`src/rtl/rx_header_queue_pkg.sv`:
```
// Shared definitions for the receive header queue.
// Holds the header geometry (5 words), the word index of every header field,
// the service FSM state encoding and a saturating counter helper.
package rx_header_queue_pkg;

    localparam int HDR_WORDS = 5;

    // Word position of each field inside an assembled header
    localparam int HDR_SRC = 0;
    localparam int HDR_DST = 1;
    localparam int HDR_BAT = 2;
    localparam int HDR_VAL = 3;
    localparam int HDR_CLU = 4;

    typedef enum logic [1:0] {
        IDLE    = 2'd0,
        ISSUE   = 2'd1,
        RELEASE = 2'd2
    } svc_state_e;

    // 8-bit increment that sticks at 255 instead of wrapping
    function automatic logic [7:0] sat_inc8(input logic [7:0] value);
        logic [7:0] result;
        if (value == 8'hFF) begin
            result = value;
        end else begin
            result = value + 8'd1;
        end
        return result;
    endfunction

endpackage

```
`src/rtl/rx_header_queue_if.sv`:
```
// Word stream from the radio interface into the header queue.
//   rx_data  : header word
//   rx_valid : rx_data valid
//   rx_last  : final word of a header
//   rx_ready : receiver can accept a word
// A word transfers on a rising clock edge where rx_valid && rx_ready.
interface rx_header_queue_if #(
    parameter int WORD_WIDTH = 16
);
    logic [WORD_WIDTH-1:0] rx_data;
    logic                  rx_valid;
    logic                  rx_last;
    logic                  rx_ready;

    // Radio side drives words, sees back-pressure
    modport master (
        output rx_data,
        output rx_valid,
        output rx_last,
        input  rx_ready
    );

    // Queue side consumes words, drives back-pressure
    modport slave (
        input  rx_data,
        input  rx_valid,
        input  rx_last,
        output rx_ready
    );
endinterface

```
`src/rtl/rx_header_queue_hdr_fifo.sv`:
```
// Small synchronous FIFO of complete headers.
// Ports:
//   clock, nrst : clock and asynchronous active-low reset
//   push, din   : write one entry (ignored when full)
//   pop, dout   : dout shows the head entry; pop removes it (ignored when empty)
//   full, empty : occupancy flags
//   level       : number of entries held
// Pointers carry one extra wrap bit so full and empty are distinguishable.
module hdr_fifo #(
    parameter int DEPTH = 4,
    parameter int WIDTH = 80
) (
    input  logic                     clock,
    input  logic                     nrst,
    input  logic                     push,
    input  logic                     pop,
    input  logic [WIDTH-1:0]         din,
    output logic [WIDTH-1:0]         dout,
    output logic                     full,
    output logic                     empty,
    output logic [$clog2(DEPTH):0]   level
);
    localparam int AW = $clog2(DEPTH);
    localparam logic [AW:0] PTR_ONE = (AW + 1)'(1);

    logic [WIDTH-1:0] mem_r [DEPTH];
    logic [AW:0]      wr_ptr_r;
    logic [AW:0]      rd_ptr_r;
    logic             push_en_s;
    logic             pop_en_s;

    assign full  = (wr_ptr_r[AW] != rd_ptr_r[AW]) && (wr_ptr_r[AW-1:0] == rd_ptr_r[AW-1:0]);
    assign empty = (wr_ptr_r == rd_ptr_r);
    assign level = wr_ptr_r - rd_ptr_r;
    assign dout  = mem_r[rd_ptr_r[AW-1:0]];

    assign push_en_s = push & ~full;
    assign pop_en_s  = pop & ~empty;

    // Storage and pointer update; push and pop in one cycle are both taken
    always_ff @(posedge clock or negedge nrst) begin
        if (!nrst) begin
            wr_ptr_r <= '0;
            rd_ptr_r <= '0;
            for (int i = 0; i < DEPTH; i++) begin
                mem_r[i] <= '0;
            end
        end else begin
            if (push_en_s) begin
                mem_r[wr_ptr_r[AW-1:0]] <= din;
                wr_ptr_r                <= wr_ptr_r + PTR_ONE;
            end
            if (pop_en_s) begin
                rd_ptr_r <= rd_ptr_r + PTR_ONE;
            end
        end
    end

endmodule

```
`src/rtl/rx_header_queue.sv`:
```
// Receive header queue: assembles 5-word headers from the radio word stream,
// buffers complete headers, and presents them one at a time to the routing
// pipeline as stable field registers qualified by a level 'start'.
// Ports:
//   clock, nrst       : clock, asynchronous active-low reset
//   rx (slave)        : rx_data / rx_valid / rx_last in, rx_ready out
//   pipe_done         : pipeline finished the header in service
//   pipe_abort        : pipeline dropped the header early
//   start             : high while a header is in service
//   fsourceID..fclusterID : fields of the header in service (words 0..4)
//   drop_count        : malformed headers dropped, saturating at 255
//   q_level           : headers waiting in the FIFO (not counting in-service)
module rx_header_queue
    import rx_header_queue_pkg::*;
#(
    parameter int DEPTH      = 4,
    parameter int WORD_WIDTH = 16
) (
    input  logic                    clock,
    input  logic                    nrst,
    rx_header_queue_if.slave        rx,
    input  logic                    pipe_done,
    input  logic                    pipe_abort,
    output logic                    start,
    output logic [WORD_WIDTH-1:0]   fsourceID,
    output logic [WORD_WIDTH-1:0]   fdestinationID,
    output logic [WORD_WIDTH-1:0]   fbatteryStat,
    output logic [WORD_WIDTH-1:0]   fValue,
    output logic [WORD_WIDTH-1:0]   fclusterID,
    output logic [7:0]              drop_count,
    output logic [$clog2(DEPTH):0]  q_level
);
    localparam int          HDR_BITS = HDR_WORDS * WORD_WIDTH;
    localparam logic [2:0]  LAST_IDX = 3'(HDR_WORDS - 1);

    // Assembler state
    logic [WORD_WIDTH-1:0]  stage_r [HDR_WORDS];
    logic [2:0]             idx_r;
    logic                   skip_r;      // discarding the tail of an over-long header
    logic [7:0]             drop_r;
    logic                   ready_en_r;  // holds rx_ready low until the first edge after reset

    // Service state
    svc_state_e             state_r;
    logic                   start_r;
    logic [WORD_WIDTH-1:0]  src_r;
    logic [WORD_WIDTH-1:0]  dst_r;
    logic [WORD_WIDTH-1:0]  bat_r;
    logic [WORD_WIDTH-1:0]  val_r;
    logic [WORD_WIDTH-1:0]  clu_r;

    logic                   rx_ready_s;
    logic                   xfer_s;
    logic                   push_s;
    logic                   pop_s;
    logic [HDR_BITS-1:0]    push_hdr_s;
    logic [HDR_BITS-1:0]    fifo_dout_s;
    logic                   fifo_full_s;
    logic                   fifo_empty_s;
    logic [$clog2(DEPTH):0] fifo_level_s;

    assign rx_ready_s = ready_en_r & ~fifo_full_s;
    assign rx.rx_ready = rx_ready_s;
    assign xfer_s     = rx.rx_valid & rx_ready_s;

    // Final word goes straight from the bus into the FIFO on the same edge
    always_comb begin
        push_hdr_s = {rx.rx_data, stage_r[3], stage_r[2], stage_r[1], stage_r[0]};
        if (xfer_s && !skip_r && (idx_r == LAST_IDX) && rx.rx_last) begin
            push_s = 1'b1;
        end else begin
            push_s = 1'b0;
        end
    end

    // The head is taken only while the service FSM is idle
    always_comb begin
        if ((state_r == IDLE) && !fifo_empty_s) begin
            pop_s = 1'b1;
        end else begin
            pop_s = 1'b0;
        end
    end

    hdr_fifo #(
        .DEPTH (DEPTH),
        .WIDTH (HDR_BITS)
    ) u_hdr_fifo (
        .clock (clock),
        .nrst  (nrst),
        .push  (push_s),
        .pop   (pop_s),
        .din   (push_hdr_s),
        .dout  (fifo_dout_s),
        .full  (fifo_full_s),
        .empty (fifo_empty_s),
        .level (fifo_level_s)
    );

    // Header assembler: word staging, short/long header detection, drop counting
    always_ff @(posedge clock or negedge nrst) begin
        if (!nrst) begin
            idx_r      <= 3'd0;
            skip_r     <= 1'b0;
            drop_r     <= 8'd0;
            ready_en_r <= 1'b0;
            for (int i = 0; i < HDR_WORDS; i++) begin
                stage_r[i] <= '0;
            end
        end else begin
            ready_en_r <= 1'b1;
            if (xfer_s) begin
                if (skip_r) begin
                    // The terminating rx_last of a long header was already counted
                    if (rx.rx_last) begin
                        skip_r <= 1'b0;
                    end
                end else begin
                    stage_r[idx_r] <= rx.rx_data;
                    if (idx_r == LAST_IDX) begin
                        idx_r <= 3'd0;
                        if (!rx.rx_last) begin
                            skip_r <= 1'b1;
                            drop_r <= sat_inc8(drop_r);
                        end
                    end else if (rx.rx_last) begin
                        idx_r  <= 3'd0;
                        drop_r <= sat_inc8(drop_r);
                    end else begin
                        idx_r <= idx_r + 3'd1;
                    end
                end
            end
        end
    end

    // Service FSM: load head into fields, hold start until done/abort, one-cycle gap
    always_ff @(posedge clock or negedge nrst) begin
        if (!nrst) begin
            state_r <= IDLE;
            start_r <= 1'b0;
            src_r   <= '0;
            dst_r   <= '0;
            bat_r   <= '0;
            val_r   <= '0;
            clu_r   <= '0;
        end else begin
            case (state_r)
                IDLE: begin
                    if (pop_s) begin
                        src_r   <= fifo_dout_s[HDR_SRC*WORD_WIDTH +: WORD_WIDTH];
                        dst_r   <= fifo_dout_s[HDR_DST*WORD_WIDTH +: WORD_WIDTH];
                        bat_r   <= fifo_dout_s[HDR_BAT*WORD_WIDTH +: WORD_WIDTH];
                        val_r   <= fifo_dout_s[HDR_VAL*WORD_WIDTH +: WORD_WIDTH];
                        clu_r   <= fifo_dout_s[HDR_CLU*WORD_WIDTH +: WORD_WIDTH];
                        start_r <= 1'b1;
                        state_r <= ISSUE;
                    end
                end
                ISSUE: begin
                    // done and abort together are a single completion
                    if (pipe_done || pipe_abort) begin
                        start_r <= 1'b0;
                        state_r <= RELEASE;
                    end
                end
                RELEASE: begin
                    // start stays low here so downstream done flags can clear
                    state_r <= IDLE;
                end
                default: begin
                    start_r <= 1'b0;
                    state_r <= IDLE;
                end
            endcase
        end
    end

    assign start          = start_r;
    assign fsourceID      = src_r;
    assign fdestinationID = dst_r;
    assign fbatteryStat   = bat_r;
    assign fValue         = val_r;
    assign fclusterID     = clu_r;
    assign drop_count     = drop_r;
    assign q_level        = fifo_level_s;

endmodule

```
`src/flat_wrapper.sv`:
```
// flat-port wrapper written by rule: the top's interface ports become plain ports
module rx_header_queue_flat import rx_header_queue_pkg::*;
#(
    parameter int DEPTH      = 4,
    parameter int WORD_WIDTH = 16
)
  (clock, nrst, pipe_done, pipe_abort, start, fsourceID, fdestinationID, fbatteryStat, fValue, fclusterID, drop_count, q_level, rx_rx_data, rx_rx_valid, rx_rx_last, rx_rx_ready);
  rx_header_queue_if #(.WORD_WIDTH(WORD_WIDTH)) rx_i ();
  input  logic clock;
  input  logic nrst;
  input  logic pipe_done;
  input  logic pipe_abort;
  output logic start;
  output logic [WORD_WIDTH-1:0] fsourceID;
  output logic [WORD_WIDTH-1:0] fdestinationID;
  output logic [WORD_WIDTH-1:0] fbatteryStat;
  output logic [WORD_WIDTH-1:0] fValue;
  output logic [WORD_WIDTH-1:0] fclusterID;
  output logic [7:0] drop_count;
  output logic [$clog2(DEPTH):0] q_level;
  input wire logic [$bits(rx_i.rx_data)-1:0] rx_rx_data;
  input wire logic [$bits(rx_i.rx_valid)-1:0] rx_rx_valid;
  input wire logic [$bits(rx_i.rx_last)-1:0] rx_rx_last;
  output wire logic [$bits(rx_i.rx_ready)-1:0] rx_rx_ready;
  assign rx_i.rx_data = rx_rx_data;
  assign rx_i.rx_valid = rx_rx_valid;
  assign rx_i.rx_last = rx_rx_last;
  assign rx_rx_ready = rx_i.rx_ready;
  rx_header_queue #(.DEPTH(DEPTH), .WORD_WIDTH(WORD_WIDTH)) u_core (.clock(clock), .nrst(nrst), .rx(rx_i), .pipe_done(pipe_done), .pipe_abort(pipe_abort), .start(start), .fsourceID(fsourceID), .fdestinationID(fdestinationID), .fbatteryStat(fbatteryStat), .fValue(fValue), .fclusterID(fclusterID), .drop_count(drop_count), .q_level(q_level));
endmodule
```
`config.mk`:
```
export PLATFORM = sky130hd
export DESIGN_NAME = rx_header_queue_flat
export DESIGN_NICKNAME = d
export VERILOG_FILES = /design/src/rtl/rx_header_queue_pkg.sv /design/src/rtl/rx_header_queue_if.sv /design/src/rtl/rx_header_queue_hdr_fifo.sv /design/src/rtl/rx_header_queue.sv /design/src/flat_wrapper.sv
export SDC_FILE = /design/constraint.sdc
export NUM_CORES = 1
export LEC_CHECK = 0
export ABC_CLOCK_PERIOD_IN_PS = 3300
export BUFFER_PORTS_ARGS = -buffer_cell sky130_fd_sc_hd__buf_2
export CAP_MARGIN = 20
export CORE_AREA = 2 2 245 247
export CTS_CLUSTER_DIAMETER = 40
export DETAILED_ROUTE_END_ITERATION = 7
export DIE_AREA = 0 0 247 249
export PLACE_DENSITY = 0.62
export SYNTH_ARGS = -nofsm -noshare
export SYNTH_HDL_FRONTEND = slang
export SYNTH_SLANG_ARGS = --single-unit
```
`constraint.sdc`:
```
create_clock -name clock -period 3.3 [get_ports clock]
set_clock_uncertainty 0.05 [all_clocks]
set_input_delay 0.66 -clock clock [delete_from_list [all_inputs] [get_ports clock]]
set_output_delay 0.66 -clock clock [all_outputs]
set_load 0.01 [all_outputs]
```
==> flow_metrics.tcl, run 1 <==
set metrics [dict create \
    critPathMaxFanout 35 \
    design.core.area_um2 58700 \
    timing.hold.worst_endpoint "u_core.state_r[0]" \
    die_area_um2 61500 \
    cts_root_buffer "sky130_fd_sc_hd__clkbuf_16" \
    ys_async_sr_fraction 1.00 \
    worst_setup_path_start_kind "register" \
    leakagePower_uw 0.0119 \
    grt_max_degree 99 \
    cp_cell_sequence "buf_4, fa_1, inv_1, buf_2" \
    timing.fmax_mhz 342 \
    layout-drive-gt1-share 0.563 \
    critical_path_required_ns 2.59 \
    design.portCount 115 \
    r2r-end "u_core.u_hdr_fifo.mem_r[245]" \
    die_w_um 247 \
    switching_share 0.290 \
    min_path_cells 2 \
    placer_congestion 0.712 \
    max-slew-margin-rel 0.421 \
    max_slew.worst_pin.slew_ns 0.868 \
    wire_length_of_the_first_global_routing_pass_um 73100 \
    syn_area_per_cell_um2 17.1 \
    worstSkewPairLatency_ns 0.59 \
    sinks_on_clock_net 486 \
    crit_path_top_delay_cell "sky130_fd_sc_hd__fa_1" \
    synth_largest_type_area_fraction 0.594 \
    ff_to_ff_start "u_core.u_hdr_fifo.wr_ptr_r[0]" \
    fin_crit_sh 0.887 \
    drc 0 \
    totalNegativeSetupSlack_ns 0 \
    seq_power_share 0.400 \
    multi_input_comb_area_um2 7750 \
    slowest_delay_ns 0.55 \
    dp.final_hpwl_um 26500 \
    report.final.setup_viol 0 \
    status "finished clean" \
    grt_remaining_overflow 0 \
    ff_latch_area_um2 12200 \
    clock_power_share 0.398 \
    rrSetupSlack_ns 0.50 \
    rsz0062_at_grt "no" \
    yosys-top-cells-area "sky130_fd_sc_hd__dfrtp_1 59%, sky130_fd_sc_hd__mux2_2 24%, sky130_fd_sc_hd__mux4_2 8.8%, sky130_fd_sc_hd__buf_6 1.8%, sky130_fd_sc_hd__mux2_1 1.8%" \
    floorplan.initialDensity 0.349 \
    drv_slew 0 \
    hold_wc_path_type "in2reg" \
    detail_route.vias_per_cell 5.04 \
    vias_in_the_first_global_route 12000 \
    reg2reg_depth 7 \
    postRouteAntennaNets 0 \
    synth.ff_latch_count 486 \
    path_class "reg2out" \
    number_of_enable_type_register_cells_in_the_synthesized_netlist 0 \
    synth-main-ff-cell "sky130_fd_sc_hd__dfrtp_1" \
    final_hold_viol_count 0 \
    synthDistinctLibCells 41 \
    max-clock-path-buffers 3 \
    cp-end-kind "output port" \
    worst-endpoint-arrival_ns 2.22 \
    yosysWarnings 0 \
    synth_area_um2 20500 \
    netSwitchingPower_uw 5660 \
    internal_power_uw 13900 \
    cp_top_family "buffers and inverters" \
    finish.net_count 1374 \
    drt_pre_antenna_iters 4 \
    cts_buffers 71 \
    n_fill_cell 5310 \
    comb_power_share 0.202 \
    cap_viol_max_count 0 \
    floorplan_row_count 89 \
    layoutNonFillerInstCount 2174 \
    cts_htree_levels 3 \
    postCtsSetupBuffers 0 \
    synthesis.instances 1196 \
    postCtsResizedCells 0 \
    vdd_drop_max_uv 1130 \
    finalWorstPathRequiredPeriod_ns 2.93 \
    tritoncts "done" \
    buffer_ports.inserted 114 \
    detailedRoute.firstIterationViolations 574 \
    postCtsHoldBufs 1 \
    areaGrowthSynthToFinish_pct 19.0 \
    powerDensity_nw_per_um2 801 \
    dr_total_vias 11000 \
    crit_buf_inv 3 \
    synth_fp_nets 1230 \
    synth.largest_area_cell "sky130_fd_sc_hd__dfrtp_1" \
    ys_seq_area_frac 0.594 \
    dieHeight_um 249 \
    grt.total_usage 0.155 \
    timing.critical_path.depth 4 \
    worst_hold_startpoint "pipe_done" \
    drt-wirelength-per-cell_um 21.0 \
    place_inst 2039 \
    drt-total-wl_um 45700 \
    clk_pin_slew_ns 0.04 \
    initial_antenna_violation_count 7 \
]
per-layer routing:
layer / part of all wire / vias up / track usage
li1: - / 4736 / -
met1: 0.46 / 5947 / 0.218
met2: 0.48 / 192 / 0.241
met3: 0.042 / 80 / 0.0345
met4: 0.021 / 4 / 0.0444
met5: 0.00048 / - / 0
power by group through the flow:
stage	registers (µW)	logic [µW]	clock network [µW]
3_3_place_gp	7850	3980	0
5_1_grt	7990	4310	8250
3_5_place_dp	7910	4060	0
2_1_floorplan	7700	2750	0
6_report	7810	3940	7760
4_1_cts	7810	4070	7950
synth_stat cells (5+ instances only):
master                     number
sky130_fd_sc_hd__nor2_1         5
sky130_fd_sc_hd__nand2_1       11
sky130_fd_sc_hd__ha_1          11
sky130_fd_sc_hd__mux4_2        80
sky130_fd_sc_hd__buf_2         11
sky130_fd_sc_hd__buf_6         33
sky130_fd_sc_hd__mux2_1        33
sky130_fd_sc_hd__clkbuf_1      13
sky130_fd_sc_hd__inv_1         10
sky130_fd_sc_hd__dfrtp_1      486
sky130_fd_sc_hd__buf_1          9
sky130_fd_sc_hd__nor4_1         5
sky130_fd_sc_hd__mux2_2       433
sky130_fd_sc_hd__xor2_1         8
flip-flops by register name, summed over array words and instances, names as in the netlist:
signal / flops
u_core.drop_count: 8
u_core.fValue: 16
u_core.fbatteryStat: 16
u_core.fclusterID: 16
u_core.fdestinationID: 16
u_core.fsourceID: 16
u_core.idx_r: 3
u_core.push_hdr_s: 64
u_core.ready_en_r: 1
u_core.skip_r: 1
u_core.start: 1
u_core.state_r: 2
u_core.u_hdr_fifo.mem_r: 320
u_core.u_hdr_fifo.rd_ptr_r: 3
u_core.u_hdr_fifo.wr_ptr_r: 3
how the worst max path moves through the flow:
stage	startpoint	to	slack [ns]
2_1_floorplan	u_core.u_hdr_fifo.rd_ptr_r[1]	u_core.u_hdr_fifo.mem_r[16]	0.39
4_1_cts	u_core.u_hdr_fifo.rd_ptr_r[1]	q_level[1]	0.30
3_3_place_gp	u_core.u_hdr_fifo.wr_ptr_r[0]	u_core.u_hdr_fifo.mem_r[265]	0.53
6_report	u_core.u_hdr_fifo.rd_ptr_r[1]	q_level[1]	0.37
5_1_grt	u_core.u_hdr_fifo.rd_ptr_r[1]	q_level[1]	0.27
3_5_place_dp	u_core.u_hdr_fifo.wr_ptr_r[0]	u_core.u_hdr_fifo.mem_r[251]	0.45
metrics by stage:
stage | area [µm²] | hold WS (ns) | utilization | worst slack [ns] | power (µW)
4_1_cts | 24400 | 0.213 | 0.415 | 0.296 | 19800
2_1_floorplan | 20500 | 0.314 | - | 0.395 | 10500
3_3_place_gp | 21900 | 0.411 | 0.372 | 0.530 | 11800
3_5_place_dp | 21900 | 0.421 | 0.372 | 0.451 | 12000
6_report | 24400 | 0.242 | 0.415 | 0.374 | 19500
5_1_grt | 24400 | 0.244 | 0.415 | 0.270 | 20500
worst reg2reg max path, stage by stage (launching register included):
cell and delay, ns:
sky130_fd_sc_hd__dfrtp_1 0.40, sky130_fd_sc_hd__inv_1 0.11, sky130_fd_sc_hd__ha_1 0.38, sky130_fd_sc_hd__nand2_1 0.12, sky130_fd_sc_hd__o2111ai_2 0.39, sky130_fd_sc_hd__nor3_4 0.38, sky130_fd_sc_hd__buf_4 0.46, sky130_fd_sc_hd__mux2_2 0.39
layout by cell type (no fill, tap or decap), types with 8 or more instances in the layout:
cell type                     n
sky130_fd_sc_hd__buf_2      113
sky130_fd_sc_hd__mux2_2     433
sky130_fd_sc_hd__buf_12      12
sky130_fd_sc_hd__ha_1        11
sky130_fd_sc_hd__mux4_2      80
sky130_fd_sc_hd__nand2_1     11
sky130_fd_sc_hd__inv_1       10
sky130_fd_sc_hd__buf_4       14
sky130_fd_sc_hd__clkinv_4     9
sky130_fd_sc_hd__clkbuf_16   74
sky130_fd_sc_hd__dfrtp_1    484
sky130_fd_sc_hd__xor2_1       8
sky130_fd_sc_hd__mux2_1      33
sky130_fd_sc_hd__clkbuf_8     9
area by class of cell:
class	count	area share
Sequential cell	486	0.499
Timing Repair Buffer	141	0.0384
Tap cell	773	0.0397
Inverter	10	0.00154
Clock inverter	41	0.0203
Clock buffer	89	0.0820
Antenna cell	4	0.000411
Multi-Input combinational cell	630	0.318
cell families (layout without fill, tap and decap cells):
family,Yosys count,count (layout),synth area share
other cells,1,5,0.000183
simple gates,46,46,0.0151
xor+xnor,13,13,0.00593
compound gates,12,12,0.00464
fa+ha+maj,12,12,0.00770
mux,546,546,0.344
flops,486,486,0.594
buf+inv,80,281,0.0282
Power figures use the tool's default switching activity.
==> run 2: changes to the inputs <==
Settings changed: CORE_AREA 2 2 245 247 to 2 2 260 262, DIE_AREA 0 0 247 249 to 0 0 262 264, PLACE_DENSITY 0.62 to 0.58.
==> run 2 against run 1 <==
Routed wire length increased by 3.2%. Via count is essentially flat. First-iteration DRC count decreased by 11%. Setup slack got worse by 0.010 ns. Sequential share of layout area shrank 1.2 points. Clock power rose by 15%. Sequential power about the same. Critical endpoint is now u_core.u_hdr_fifo.mem_r[201].
==> flow_metrics.tcl, run 2 (synthesized netlist as in run 1, its figures left out) <==
set metrics [dict create \
    status "finished clean" \
    max-clock-path-buffers 3 \
    place_inst 2144 \
    wire_length_of_the_first_global_routing_pass_um 74500 \
    post-route-util 0.375 \
    drv_slew 0 \
    path_class "reg2reg" \
    drt-wirelength-per-cell_um 20.6 \
    report.final.setup_viol 0 \
    detail_route.vias_per_cell 4.78 \
    initial_antenna_violation_count 6 \
    die_area_um2 69200 \
    grt.total_usage 0.142 \
    dieHeight_um 264 \
    cap_viol_max_count 0 \
    layoutNonFillerInstCount 2290 \
    critPathMaxFanout 29 \
    finish.net_count 1386 \
    cts_htree_levels 3 \
    finalHoldWorstSlack_ns 0.217 \
    worst_setup_path_start_kind "register" \
    design.portCount 115 \
    max-slew-margin-rel 0.341 \
    floorplan.initialDensity 0.308 \
    grt_max_degree 83 \
    critical_path_required_ns 3.72 \
    timing.fmax_mhz 341 \
    buffer_ports.inserted 114 \
    rsz0062_at_grt "no" \
    cp-end-kind "register" \
    postRouteAntennaNets 0 \
    finalWorstPathRequiredPeriod_ns 2.94 \
    worstSkewPairLatency_ns 0.61 \
    mostFrequentLayoutCell "sky130_fd_sc_hd__dfrtp_1" \
    dp.final_hpwl_um 27800 \
    sinks_on_clock_net 486 \
    hold_wc_path_type "in2reg" \
    n_fill_cell 6254 \
    dp_slack_ns 0.372 \
    cts_root_buffer "sky130_fd_sc_hd__clkbuf_16" \
    totalNegativeSetupSlack_ns 0 \
    largest_register_ffs 320 \
    max_slew.worst_pin.slew_ns 0.989 \
    fin_ws_ns 0.364 \
    powerDensity_nw_per_um2 828 \
    floorplan_row_count 95 \
    leakagePower_uw 0.0122 \
    detailedRoute.firstIterationViolations 510 \
    drt_pre_antenna_iters 4 \
    final_hold_viol_count 0 \
    regMostFlops "u_core.u_hdr_fifo.mem_r" \
    vdd_drop_max_uv 878 \
    die_w_um 262 \
    worst-endpoint-arrival_ns 3.36 \
    fin_crit_sh 0.890 \
    drt-total-wl_um 47100 \
    cts_buffers 78 \
    grt_remaining_overflow 0 \
    placer_congestion 0.713 \
    design.core.area_um2 66600 \
    drc 0 \
    areaGrowthSynthToFinish_pct 21.8 \
    layout-drive-gt1-share 0.569 \
    vias_in_the_first_global_route 12200 \
    dr_total_vias 11000 \
    final_cell_mix "484 x sky130_fd_sc_hd__dfrtp_1, 433 x sky130_fd_sc_hd__mux2_2, 113 x sky130_fd_sc_hd__buf_2" \
    clk_pin_slew_ns 0.05 \
    tritoncts "done" \
]
## run 2: per-layer routing
metal | routed length (µm) | track usage | up-vias | share of wire
li1 | - | - | 4778 | -
met1 | 21600 | 0.198 | 5895 | 0.46
met2 | 22200 | 0.220 | 204 | 0.47
met3 | 2340 | 0.0329 | 70 | 0.050
met4 | 897 | 0.0406 | 4 | 0.019
met5 | 27 | 0 | - | 0.00057
## run 2: cell type report
cell class | instances | area (µm²) | area share
flip-flops and latches | 486 | 12200 | 0.488
multi-input cells | 630 | 7750 | 0.311
clock buffers | 91 | 2080 | 0.0835
well taps | 873 | 1090 | 0.0438
repair buffers | 146 | 998 | 0.0400
clock inverters | 53 | 805 | 0.0323
inverters | 10 | 37.5 | 0.00151
diodes | 1 | 2.50 | 0.000100
## run 2: metrics by stage
step	area (µm²)	total power [µW]
3_5_place_dp	22000	11900
4_1_cts	24900	21000
3_3_place_gp	22000	11800
6_report	24900	20600
5_1_grt	24900	21700
2_1_floorplan	20500	10500
## run 2: what timing repair did
item | 4_1_cts | 5_1_grt
endpoints found under the setup margin | 0 | 0
hold endpoints to repair | 49 | 0
gates resized for setup | 0 | 0
setup buffers | 0 | 0
hold buffers | 1 | 0
## run 2: report_power, final
part / internal [µW] / total [µW] / switching (µW)
Sequential: 6980 / 7790 / 812
Combinational: 1980 / 3950 / 1970
Clock: 5850 / 8900 / 3050
## run 2: worst max-delay path, cell delays in order, from the launching register on
cell and delay, ns:
sky130_fd_sc_hd__dfrtp_1 0.41, sky130_fd_sc_hd__inv_1 0.11, sky130_fd_sc_hd__ha_1 0.38, sky130_fd_sc_hd__nand2_1 0.12, sky130_fd_sc_hd__o2111ai_2 0.30, sky130_fd_sc_hd__buf_4 0.31
sky130_fd_sc_hd__nor3_4 0.24, sky130_fd_sc_hd__buf_4 0.48, sky130_fd_sc_hd__mux2_2 0.40
## run 2: worst paths after layout
kind | start | end | slack (ns) | cells past startpoint
setup / recovery | u_core.u_hdr_fifo.wr_ptr_r[0] | u_core.u_hdr_fifo.mem_r[201] | 0.36 | 8
hold / removal | pipe_done | u_core.state_r[0] | 0.22 | 2
setup reg to reg | u_core.u_hdr_fifo.wr_ptr_r[0] | u_core.u_hdr_fifo.mem_r[201] | 0.36 | 8
hold reg to reg | u_core.u_hdr_fifo.mem_r[145] | u_core.u_hdr_fifo.mem_r[145] | 0.43 | 1
max in group asynchronous | nrst | u_core.fValue[14] | 1.75 | 3
min in group asynchronous | nrst | u_core.fdestinationID[9] | 0.57 | 2
==> run 3: changes to the inputs <==
Settings changed: GPL_TIMING_DRIVEN set to 0.
==> run 3 against run 2 <==
Flip-flop and latch count stayed put. Die area unchanged. Critical path depth up 1. Power shrank 2.7%. Combinational power up 4%.
==> flow_metrics.tcl, run 3 (synthesized netlist as in run 1, its figures left out) <==
set metrics [dict create \
    switching_share 0.292 \
    global_route.usage.met1 0.204 \
    max-slew-margin-rel 0.320 \
    crit_path_top_delay_cell "sky130_fd_sc_hd__nor3_4" \
    mostFrequentLayoutCell "sky130_fd_sc_hd__dfrtp_1" \
    cp-end-kind "register" \
    vdd_drop_max_uv 436 \
    fin_crit_sh 0.945 \
    drv_slew 0 \
    place_inst 2187 \
    dp.final_hpwl_um 31300 \
    max-clock-path-buffers 3 \
    cts_root_buffer "sky130_fd_sc_hd__clkbuf_16" \
    final_cell_mix "486 x sky130_fd_sc_hd__dfrtp_1, 433 x sky130_fd_sc_hd__mux2_2, 123 x sky130_fd_sc_hd__buf_2" \
    largest_register_ffs 320 \
    cts_buffers 73 \
    critPathMaxFanout 18 \
    reg2reg_depth 9 \
    floorplan.initialDensity 0.308 \
    cp-startpoint "u_core.u_hdr_fifo.rd_ptr_r[1]" \
    report.final.setup_viol 0 \
    comb_power_share 0.205 \
    critical-path-top-cell-by-count "sky130_fd_sc_hd__buf_6" \
    wire_length_of_the_first_global_routing_pass_um 75800 \
    seq_power_share 0.388 \
    dr_total_vias 11100 \
    tritoncts "done" \
    layoutNonFillerInstCount 2331 \
    status "finished clean" \
    cts_htree_levels 3 \
    floorplan_row_count 95 \
    leakagePower_uw 0.0122 \
    regMostFlops "u_core.u_hdr_fifo.mem_r" \
    cp_cell_sequence "clkbuf_4, inv_1, ha_1, nand2_1, o2111ai_2, buf_6, nor3_4, buf_6, mux2_2" \
    rsz0062_at_grt "no" \
    worst_setup_path_start_kind "register" \
    gr-usage-met3 0.0322 \
    drc 0 \
    crit_buf_inv 4 \
    drt_pre_antenna_iters 4 \
    worstSkewPairLatency_ns 0.60 \
    globalRouteMet2Util 0.226 \
    areaGrowthSynthToFinish_pct 21.9 \
    grt_max_degree 127 \
    layout-drive-gt1-share 0.565 \
    powerDensity_nw_per_um2 805 \
    netSwitchingPower_uw 5870 \
    design.portCount 115 \
    critical_path_required_ns 3.72 \
    timing.fmax_mhz 321 \
    internal_power_uw 14200 \
    grt_remaining_overflow 0 \
    clock_power_share 0.407 \
    dieHeight_um 264 \
    grt.total_usage 0.145 \
    slowest_delay_ns 0.60 \
    worst-endpoint-arrival_ns 3.54 \
    finalHoldWorstSlack_ns 0.253 \
    cp_top_family "buffers and inverters" \
    grt.busiest_layer "met2" \
    placer_congestion 0.742 \
    die_area_um2 69200 \
    max_slew.worst_pin.slew_ns 1.02 \
    clk_pin_slew_ns 0.05 \
    total_power_uw 20100 \
    vias_in_the_first_global_route 12100 \
    path_class "reg2reg" \
    finish.net_count 1430 \
    ff_to_ff_start "u_core.u_hdr_fifo.rd_ptr_r[1]" \
    r2r-end "u_core.u_hdr_fifo.mem_r[89]" \
    buffer_ports.inserted 113 \
    drt-total-wl_um 48700 \
    endpoint "u_core.u_hdr_fifo.mem_r[89]" \
    timing.critical_path.depth 9 \
    totalNegativeSetupSlack_ns 0 \
    finalWorstPathRequiredPeriod_ns 3.12 \
    sinks_on_clock_net 486 \
    initial_antenna_violation_count 8 \
    rrSetupSlack_ns 0.18 \
    final_hold_viol_count 0 \
    detailedRoute.firstIterationViolations 546 \
    postRouteAntennaNets 0 \
    drt-wirelength-per-cell_um 20.9 \
    design.core.area_um2 66600 \
    detail_route.vias_per_cell 4.74 \
    hold_wc_path_type "in2reg" \
    die_w_um 262 \
    cap_viol_max_count 0 \
]
run 3: cell count changes in the layout (fill, tap and decap cells not counted), moves of 3 or more:
cell / delta
sky130_fd_sc_hd__buf_12: -13
sky130_fd_sc_hd__bufinv_16: -5
sky130_fd_sc_hd__buf_4: -7
sky130_fd_sc_hd__inv_6: +5
sky130_fd_sc_hd__clkbuf_16: -5
sky130_fd_sc_hd__clkbuf_8: +3
sky130_fd_sc_hd__buf_16: +4
sky130_fd_sc_hd__buf_1: +9
sky130_fd_sc_hd__buf_6: +33
sky130_fd_sc_hd__clkbuf_1: +13
sky130_fd_sc_hd__buf_2: +10
run 3: stage by stage:
stage	setup slack [ns]	util	instance area [µm²]
finish	0.181	0.375	25000
global route	0.00340	0.375	25000
CTS	0.0323	0.374	24900
detailed placement	-1.08	0.335	22300
global placement	-8.13	0.333	22100
floorplan	0.395	-	20500
run 3: how the worst min path moves through the flow:
| stage | startpoint | endpoint | slack [ns] | cells after the start |
|---|---|---|---|---|
| floorplan | nrst | u_core.drop_count[0] | 0.31 | 0 |
| global placement | u_core.u_hdr_fifo.mem_r[145] | u_core.u_hdr_fifo.mem_r[145] | 0.41 | 1 |
| detailed placement | u_core.u_hdr_fifo.mem_r[148] | u_core.u_hdr_fifo.mem_r[148] | 0.42 | 1 |
| CTS | pipe_done | u_core.state_r[0] | 0.22 | 2 |
| global route | pipe_abort | u_core.state_r[0] | 0.25 | 2 |
| finish | pipe_abort | u_core.state_r[0] | 0.25 | 2 |
run 3: per-layer routing:
layer / share of wire / vias to the layer above
li1: - / 4852
met1: 0.46 / 5908
met2: 0.47 / 214
met3: 0.051 / 80
met4: 0.022 / 6
met5: 0.00070 / -
run 3: layout make-up:
cell class,instances,area [µm²]
clock buffer,91,2010
clock inverter,44,608
tap,873,1090
buffer,69,539
multi-input combinational,630,7740
antenna,2,5.00
timing repair buffer,126,776
inverter,10,37.5
fill,6213,41600
sequential,486,12200
run 3: what timing repair did:
action | CTS | global route
buffers inserted | 2 | 5
gates cloned | 0 | 0
endpoints found under the hold margin | 36 | 0
pin swaps | 1 | 4
setup endpoints to repair | 482 | 165
hold buffers | 1 | 0
resized for setup | 3 | 0
run 3: power groups by stage:
stage / registers (µW) / logic [µW] / clock network [µW]
2_1_floorplan: 7700 / 2750 / 0
3_3_place_gp: 7820 / 4110 / 0
5_1_grt: 7970 / 4470 / 8660
4_1_cts: 7800 / 4220 / 8380
6_report: 7810 / 4110 / 8180
3_5_place_dp: 7890 / 4200 / 0
